File: src/rtl/type_pkg.sv
// Shared types for the data-memory path: RAM bus widths, LSU access size and LSU state.
package type_pkg;

  localparam int MEM_AW = 10;

  typedef logic [31:0]       MemBus;
  typedef logic [MEM_AW-1:0] MemAddrBus;

  typedef enum logic [1:0] {
    LSU_BYTE = 2'b00,
    LSU_HALF = 2'b01,
    LSU_WORD = 2'b10,
    LSU_RSVD = 2'b11
  } LsuSize_e;

  typedef enum logic [1:0] {
    IDLE   = 2'b00,
    ACCESS = 2'b01,
    RESP   = 2'b10
  } LsuState_e;

endpackage

File: src/rtl/lsu_align.sv
// Combinational lane logic for the LSU: store merge into a RAM word and load extract/extend.
module lsu_align
  import type_pkg::*;
(
  input  MemBus       i_word,
  input  logic [31:0] i_wdata,
  input  LsuSize_e    i_size,
  input  logic [1:0]  i_lane,
  input  logic        i_unsigned,
  output MemBus       o_merged,
  output logic [31:0] o_rdata
);

  logic [7:0]  w_byte;
  logic [15:0] w_half;

  always_comb begin
    o_merged = i_word;
    case (i_size)
      LSU_BYTE: begin
        case (i_lane)
          2'd0:    o_merged[7:0]   = i_wdata[7:0];
          2'd1:    o_merged[15:8]  = i_wdata[7:0];
          2'd2:    o_merged[23:16] = i_wdata[7:0];
          default: o_merged[31:24] = i_wdata[7:0];
        endcase
      end
      LSU_HALF: begin
        if (i_lane[1]) o_merged[31:16] = i_wdata[15:0];
        else           o_merged[15:0]  = i_wdata[15:0];
      end
      default: o_merged = i_wdata;
    endcase
  end

  always_comb begin
    w_byte  = 8'h00;
    w_half  = 16'h0000;
    o_rdata = i_word;
    case (i_lane)
      2'd0:    w_byte = i_word[7:0];
      2'd1:    w_byte = i_word[15:8];
      2'd2:    w_byte = i_word[23:16];
      default: w_byte = i_word[31:24];
    endcase
    w_half = i_lane[1] ? i_word[31:16] : i_word[15:0];
    case (i_size)
      LSU_BYTE: o_rdata = i_unsigned ? {24'h0, w_byte} : {{24{w_byte[7]}}, w_byte};
      LSU_HALF: o_rdata = i_unsigned ? {16'h0, w_half} : {{16{w_half[15]}}, w_half};
      default:  o_rdata = i_word;
    endcase
  end

endmodule

File: src/rtl/lsu.sv
// Load/store unit: one request at a time, word RAM access with sub-word read-modify-write.
// Optional LSU_MISALIGN_CHK_EN: flag misaligned/reserved-size requests instead of force-aligning them.
//
// state  | meaning
// IDLE   | ready for a request; captures it on handshake
// ACCESS | RAM addressed; load data registered or merged store word written
// RESP   | one-cycle completion pulse with load data / misalign flag
module lsu
  import type_pkg::*;
#(
  parameter logic [31:0] BASE_ADDR = 32'h0000_0000
) (
  input  logic        clk,
  input  logic        rst_n,
  input  logic        req_valid_i,
  output logic        req_ready_o,
  input  logic        req_we_i,
  input  LsuSize_e    req_size_i,
  input  logic        req_unsigned_i,
  input  logic [31:0] req_addr_i,
  input  logic [31:0] req_wdata_i,
  output logic        resp_valid_o,
  output logic [31:0] resp_rdata_o,
  output logic        resp_misalign_o,
  output MemAddrBus   mem_raddr_o,
  input  MemBus       mem_rdata_i,
  output MemAddrBus   mem_waddr_o,
  output MemBus       mem_wdata_o,
  output logic        mem_we_o
);

  LsuState_e   r_state;
  LsuState_e   w_state_nxt;
  logic        r_we;
  LsuSize_e    r_size;
  logic        r_unsigned;
  logic [1:0]  r_lane;
  MemAddrBus   r_word_addr;
  logic [31:0] r_wdata;
  logic        r_misalign;
  logic [31:0] r_resp_rdata;
  logic        r_resp_mis;

  logic        w_accept;
  logic [31:0] w_offset;
  MemAddrBus   w_word_addr;
  LsuSize_e    w_size_eff;
  logic [1:0]  w_lane;
  logic        w_misalign;
  MemBus       w_merged;
  logic [31:0] w_load;

  assign w_accept    = req_valid_i & req_ready_o;
  assign w_offset    = req_addr_i - BASE_ADDR;
  assign w_word_addr = MemAddrBus'(w_offset >> 2);

`ifdef LSU_MISALIGN_CHK_EN
  always_comb begin
    w_size_eff = req_size_i;
    w_lane     = req_addr_i[1:0];
    w_misalign = 1'b0;
    case (req_size_i)
      LSU_HALF: w_misalign = req_addr_i[0];
      LSU_WORD: w_misalign = |req_addr_i[1:0];
      LSU_RSVD: w_misalign = 1'b1;
      default:  w_misalign = 1'b0;
    endcase
  end
`else
  // Without checking, low address bits are dropped to the natural lane and size 11 acts as word.
  always_comb begin
    w_size_eff = LSU_WORD;
    w_lane     = 2'b00;
    w_misalign = 1'b0;
    case (req_size_i)
      LSU_BYTE: begin
        w_size_eff = LSU_BYTE;
        w_lane     = req_addr_i[1:0];
      end
      LSU_HALF: begin
        w_size_eff = LSU_HALF;
        w_lane     = {req_addr_i[1], 1'b0};
      end
      default: begin
        w_size_eff = LSU_WORD;
        w_lane     = 2'b00;
      end
    endcase
  end
`endif

  always_ff @(posedge clk) begin
    if (!rst_n) r_state <= IDLE;
    else        r_state <= w_state_nxt;
  end

  always_comb begin
    w_state_nxt = r_state;
    case (r_state)
      IDLE:    if (w_accept) w_state_nxt = ACCESS;
      ACCESS:  w_state_nxt = RESP;
      RESP:    w_state_nxt = IDLE;
      default: w_state_nxt = IDLE;
    endcase
  end

  always_ff @(posedge clk) begin
    if (!rst_n) begin
      r_we         <= 1'b0;
      r_size       <= LSU_BYTE;
      r_unsigned   <= 1'b0;
      r_lane       <= 2'b00;
      r_word_addr  <= '0;
      r_wdata      <= '0;
      r_misalign   <= 1'b0;
      r_resp_rdata <= '0;
      r_resp_mis   <= 1'b0;
    end else begin
      if (w_accept) begin
        r_we        <= req_we_i;
        r_size      <= w_size_eff;
        r_unsigned  <= req_unsigned_i;
        r_lane      <= w_lane;
        r_word_addr <= w_word_addr;
        r_wdata     <= req_wdata_i;
        r_misalign  <= w_misalign;
      end
      if (r_state == ACCESS) begin
        r_resp_rdata <= (r_we || r_misalign) ? 32'h0 : w_load;
        r_resp_mis   <= r_misalign;
      end
    end
  end

  lsu_align u_align (
    .i_word     (mem_rdata_i),
    .i_wdata    (r_wdata),
    .i_size     (r_size),
    .i_lane     (r_lane),
    .i_unsigned (r_unsigned),
    .o_merged   (w_merged),
    .o_rdata    (w_load)
  );

  assign req_ready_o     = (r_state == IDLE) & rst_n;
  assign resp_valid_o    = (r_state == RESP);
  assign resp_rdata_o    = r_resp_rdata;
  assign resp_misalign_o = r_resp_mis;
  assign mem_raddr_o     = r_word_addr;
  assign mem_waddr_o     = r_word_addr;
  assign mem_wdata_o     = w_merged;
  // Reset asserted during ACCESS must kill the write in the same cycle.
  assign mem_we_o        = (r_state == ACCESS) & r_we & ~r_misalign & rst_n;

endmodule

File: config.mk
export PLATFORM = sky130hd
export DESIGN_NAME = lsu
export DESIGN_NICKNAME = d
export VERILOG_FILES = /design/src/rtl/type_pkg.sv /design/src/rtl/lsu_align.sv /design/src/rtl/lsu.sv
export SDC_FILE = /design/constraint.sdc
export NUM_CORES = 1
export LEC_CHECK = 0
export CORE_ASPECT_RATIO = 1.75
export CORE_MARGIN = 1.5
export CORE_UTILIZATION = 45
export CTS_CLUSTER_DIAMETER = 50
export DETAILED_ROUTE_END_ITERATION = 10
export HOLD_SLACK_MARGIN = 0.1
export PLACE_DENSITY = 0.85
export SKIP_LAST_GASP = 1
export SLEW_MARGIN = 20
export SYNTH_ARGS = -nofsm -noshare
export SYNTH_HDL_FRONTEND = slang
export SYNTH_SLANG_ARGS = --single-unit
File: constraint.sdc
create_clock -name clk -period 3.1 [get_ports clk]
set_input_delay 0.62 -clock clk [delete_from_list [all_inputs] [get_ports clk]]
set_output_delay 0.62 -clock clk [all_outputs]
set_load 0.01 [all_outputs]
-- After elaboration in Yosys (flattened, before gate mapping)
Cells that the tools add are included.
- register bits: 82
- latch bits: 0
- memory bits (writable): 0
- ROM bits: 0
- input port bits: 103
- output and inout port bits: 88
- logic and storage cells: 41
- memories: 0
- add/sub/neg operators: 0
- multipliers: 0
- divide/modulo/power cells: 0
- order comparisons: 0
- equal/unequal tests: 7
- shift-type cells: 0
- mux-type cells: 17
- bitwise logic cells: 4
- reduce and logical (&&, ||, !) cells: 5
- operators by type and width (kind ; number):
    $pmux 32 s2 ; 2
    $mux 32 ; 3
    $mux 16 ; 3
    $mux 8 ; 4
    $pmux 8 s3 ; 1
    $pmux 2 s2 ; 3
    $eq 2x1->1 const B ; 4
    $logic_not 2->1 ; 4
    $and 1x1->1 ; 4
    $eq 2x2->1 const B ; 2
    $reduce_or 3->1 ; 1
    $mux 2 ; 1
    $ne 2x2->1 const B ; 1

-- Longest topological paths before layout
- word-level depth: 5
- mapped depth: 8
- depth with buffers taken out: 5

-- Hierarchy
From an unflattened synthesis, not the netlist that was laid out.
- cells, all modules: 527
- area, all modules: 4728.3 um2
- by module, submodules not included (module ; instances ; cells an instance ; area an instance (um2) ; seq. area each (um2)):
    lsu ; 1 ; 300 ; 3083.0 ; 1641.6
    lsu_align ; 1 ; 227 ; 1645.3 ; 0.0

-- Least setup slack after synthesis
Ideal clock, no wire load.
- path kind: flip-flop to output port
- start: register r_size[0]
- end: output port mem_wdata_o[16]
- arrival: 1.456 ns
- required time: 2.480 ns
- path slack: 1.024 ns
- cell stages (with the launch flop): 6
- path buffers: 1
- cell sequence: dfxtp_1 > nand2b_1 > buf_2 > nand2_1 > mux2i_1 > o21ai_0
- word-level cells in the longest chain between the ends: 2
- elaborated cells between the ends (all ways): 3
- classes of those cells: 1 x eq/ne; 1 x mux; 1 x reduce/logical
- ends and longest elaborated chain (element ; line ; source):
    from (decl) ; lsu.sv:35 ; LsuSize_e r_size;
    from (signal assigned) ; lsu.sv:121 ; r_size <= w_size_eff;
    $eq 2x1->1 or $logic_not 2->1 (tied branches) ; lsu_align.sv:19 ; case (i_size)
    $pmux 32 s2 * ; lsu_align.sv:19 ;
    to (decl) ; lsu.sv:28 ; output MemBus mem_wdata_o,
Mark *: on every way between the ends. The rest lies on a longest branch, timed or not.

-- Final worst setup path
- start: register r_lane[0]
- end: output port mem_wdata_o[9]
- word-level cells in the longest chain between the ends: 3
- ends and longest elaborated chain (element ; line ; source):
    from (decl) ; lsu.sv:37 ; logic [1:0] r_lane;
    from (signal assigned) ; lsu.sv:123 ; r_lane <= w_lane;
    $eq 2x1->1 ; lsu_align.sv:21 ; case (i_lane)
    $mux 8 ; lsu_align.sv:21 ;
    $pmux 32 s2 ; lsu_align.sv:19 ;
Every way passes these cells.

==> out/results.tsv <==
metric	value	unit
via density per instance	5.60	
final worst path period need	3.00	ns
transition time of the tightest slew-check pin	0.729	ns
launch point of the worst reg-to-reg path	r_size[0]	
number of placed I/O pins	191	
Final Skew	0.00670	ns
Final Worst Setup Slack	0.0987	ns
hold path cells	2	
critical path endpoint category	output port	
Setup CP Type	reg2out	
Core Area	9410	sq um
count of maximum capacitance violations	0	
Async SR Flop Fraction	0	%
Initial DRC Count	356	
unrepaired setup endpoints after global routing	true	
H-tree depth	3	
hold_sp	r_wdata[17]	
worst hold margin	0.463	ns
cell with the most instances after synthesis	nand2_1	
IO Port Bufs	169	
TritonCTS clock tree	yes	
post-synthesis instance area	4310	sq um
synthesized netlist cell count	514	
ratio of cells with drive above 1 in the final layout	11.7	%
global-route wire length before repair	23200	um
GR Util All Layers	29.5	%
Reg2Reg Capture Point	resp_rdata_o[25]	
hold crit path type	reg2reg	
total power density per cell area	464	nW/um^2
Netlist cell types	47	
maximum fanout along the worst path	12	
required time reported for the critical path endpoint	2.48	ns
Relative slew margins	51.3	%
fmax	333	MHz
fin nets	763	
total die area	10200	sq um
number of global-route vias before repair	4362	
Antenna diodes	0	
Syn-to-layout area delta	48.9	%
clock tree root buffer cell	clkbuf_16	
starting density of the core	45.8	%
run status	finished, final reports clean	
drt first pass iters	7	
leading post-synthesis cells by instance count	nand2_1 (136), dfxtp_1 (82), a21boi_0 (46), clkbuf_1 (30), o21ai_0 (25)	
number of buffers on the longest clock path	2	
Hold Path End	r_wdata[17]	
overall power after layout	0.00298	W
Register-to-Register Setup Slack	0.76	ns
antenna violations before repair	0	
Peak VDD IR	0.354	mV
max-slew violations	0	
category of the worst setup path launch point	flip-flop	
most area-consuming cells after synthesis	dfxtp_1 (38%), nand2_1 (12%), a21boi_0 (8.0%)	
clock transition time at the flip-flop clock pins of the worst setup and hold paths	0.06	ns
count of final setup violators	0	
via count	4405	
pin count of the biggest net entering global routing	49	
post-cts hold buffer count	0	
critical path data arrival time	2.38	ns
leakage power total	2.38	nW
number of flops mapped to enable cells by yosys	0	
number of nets in the synthesized netlist	617	
Routability Congestion	0.999	
per-cell routed wire length	18.9	um
remaining global-route overflow	0	
cell count of the worst reg-to-reg path	6	
number of placement rows	47	
wirelength, routed	14900	um
Post-CTS Setup Inserts	0	
number of buffers added by the clock tree synthesis step	9	
post-synthesis average cell area	8.39	sq um
post-place setup slack	0.338	ns
synthesis-stage register bit count	82	
Final HPWL DP	11200	um
share of Yosys cell area claimed by the top area cell type	38.1	%
final core occ	68.2	%
drc violations	0	
main flop type after synthesis	dfxtp_1	
warning count from the yosys run	0	
die outline height	132	um
die boundary width	77.0	um
sequential area share after synthesis	38.1	%
total number of clock tree sinks	82	
antenna viol nets, final	0	
total count of hold-check failures in the final report	0	
Synth area leader	dfxtp_1	
Final Cycle Share	96.8	%
clock latency on the worst-skew pair	0.34	ns
## metal layers
metal / up-vias / part of all wire (%) / global-route usage [%] / routed length (um)
li1: 2100 / - / - / -
met1: 2051 / 36 / 30.1 / 5280
met2: 201 / 54 / 54.5 / 7960
met3: 53 / 5.2 / 5.31 / 771
met4: 0 / 5.7 / 18.2 / 855
met5: - / 0 / 0 / 0
## cell usage in the layout (no fill, tap or decap), drive strengths merged, types with 3 or more instances in the layout
cell	n
a21oi	11
clkbuf	12
nand2b	8
a22o	10
nand3	4
a22oi	9
inv	4
o31ai	6
a32o	6
dfxtp	82
a211o	6
and3b	6
a221o	16
a21boi	48
nor3b	7
buf	22
mux2	16
bufinv	3
o22a	14
or3	6
nand2	136
nor2b	5
mux2i	10
nor2	6
clkdlybuf4s50	169
o21ai	26
## repair_timing
action                     4_1_cts  5_1_grt
hold endpoints to repair         0        0
setup endpoints to repair        2       26
resized for setup                1        3
## worst max-delay path: stages, from the launching register on
cell and delay (ns):
dfxtp_2 0.46, nor2b_1 0.26, buf_4 0.21, nand2_1 0.16, o22a_1 0.27, o22a_1 0.19, clkdlybuf4s50_1 0.50
## flip-flops by register name (all words and copies together), names as in the netlist
signal	count
mem_raddr_o	10
r_lane	2
r_size	2
r_state	2
r_unsigned	1
r_wdata	32
r_we	1
resp_rdata_o	32
## how the worst max path moves through the flow
stage / start / endpoint / slack (ns) / depth (start not counted)
finish: r_lane[0] / mem_wdata_o[9] / 0.1 / 6
global route: r_lane[0] / mem_wdata_o[9] / -0.04 / 6
CTS: r_lane[0] / mem_wdata_o[2] / 0.006 / 4
detailed placement: r_lane[0] / mem_wdata_o[23] / 0.34 / 5
global placement: mem_rdata_i[19] / mem_wdata_o[19] / 0.35 / 4
floorplan: r_size[0] / mem_wdata_o[16] / 1.02 / 5
## cell families after synthesis
| group | after synthesis | synth area share, % |
|---|---|---|
| other | 1 | 0.0870 |
| DFF | 82 | 38.1 |
| muxes | 27 | 7.02 |
| and+or+nand+nor | 187 | 19.8 |
| AOI/OAI and AO/OA | 157 | 28.2 |
| buffers and inverters | 60 | 6.85 |
## cell type report
cell class / instances / area [sq um]
clock inverter: 4 / 97.6
fill: 786 / 2990
sequential: 82 / 1640
tap: 122 / 153
multi-input combinational: 372 / 2380
timing repair buffer: 191 / 1870
clock buffer: 12 / 256
inverter: 4 / 15.0
## report_power, final
| group | switching [W] | internal [W] |
|---|---|---|
| Sequential | 0.0000425 | 0.00111 |
| Clock | 0.000426 | 0.000831 |
| Combinational | 0.000253 | 0.000320 |
| Total | 0.000721 | 0.00226 |
## per-stage QoR
step	TNS, ns	std cells	area, sq um
after global placement	0	771	6060
after floorplan	0	514	4310
after global routing	-0.0369	787	6420
final	0	787	6420
after detailed placement	0	771	6060
after CTS	0	787	6410
No activity file was read; power rests on OpenSTA's default activity.
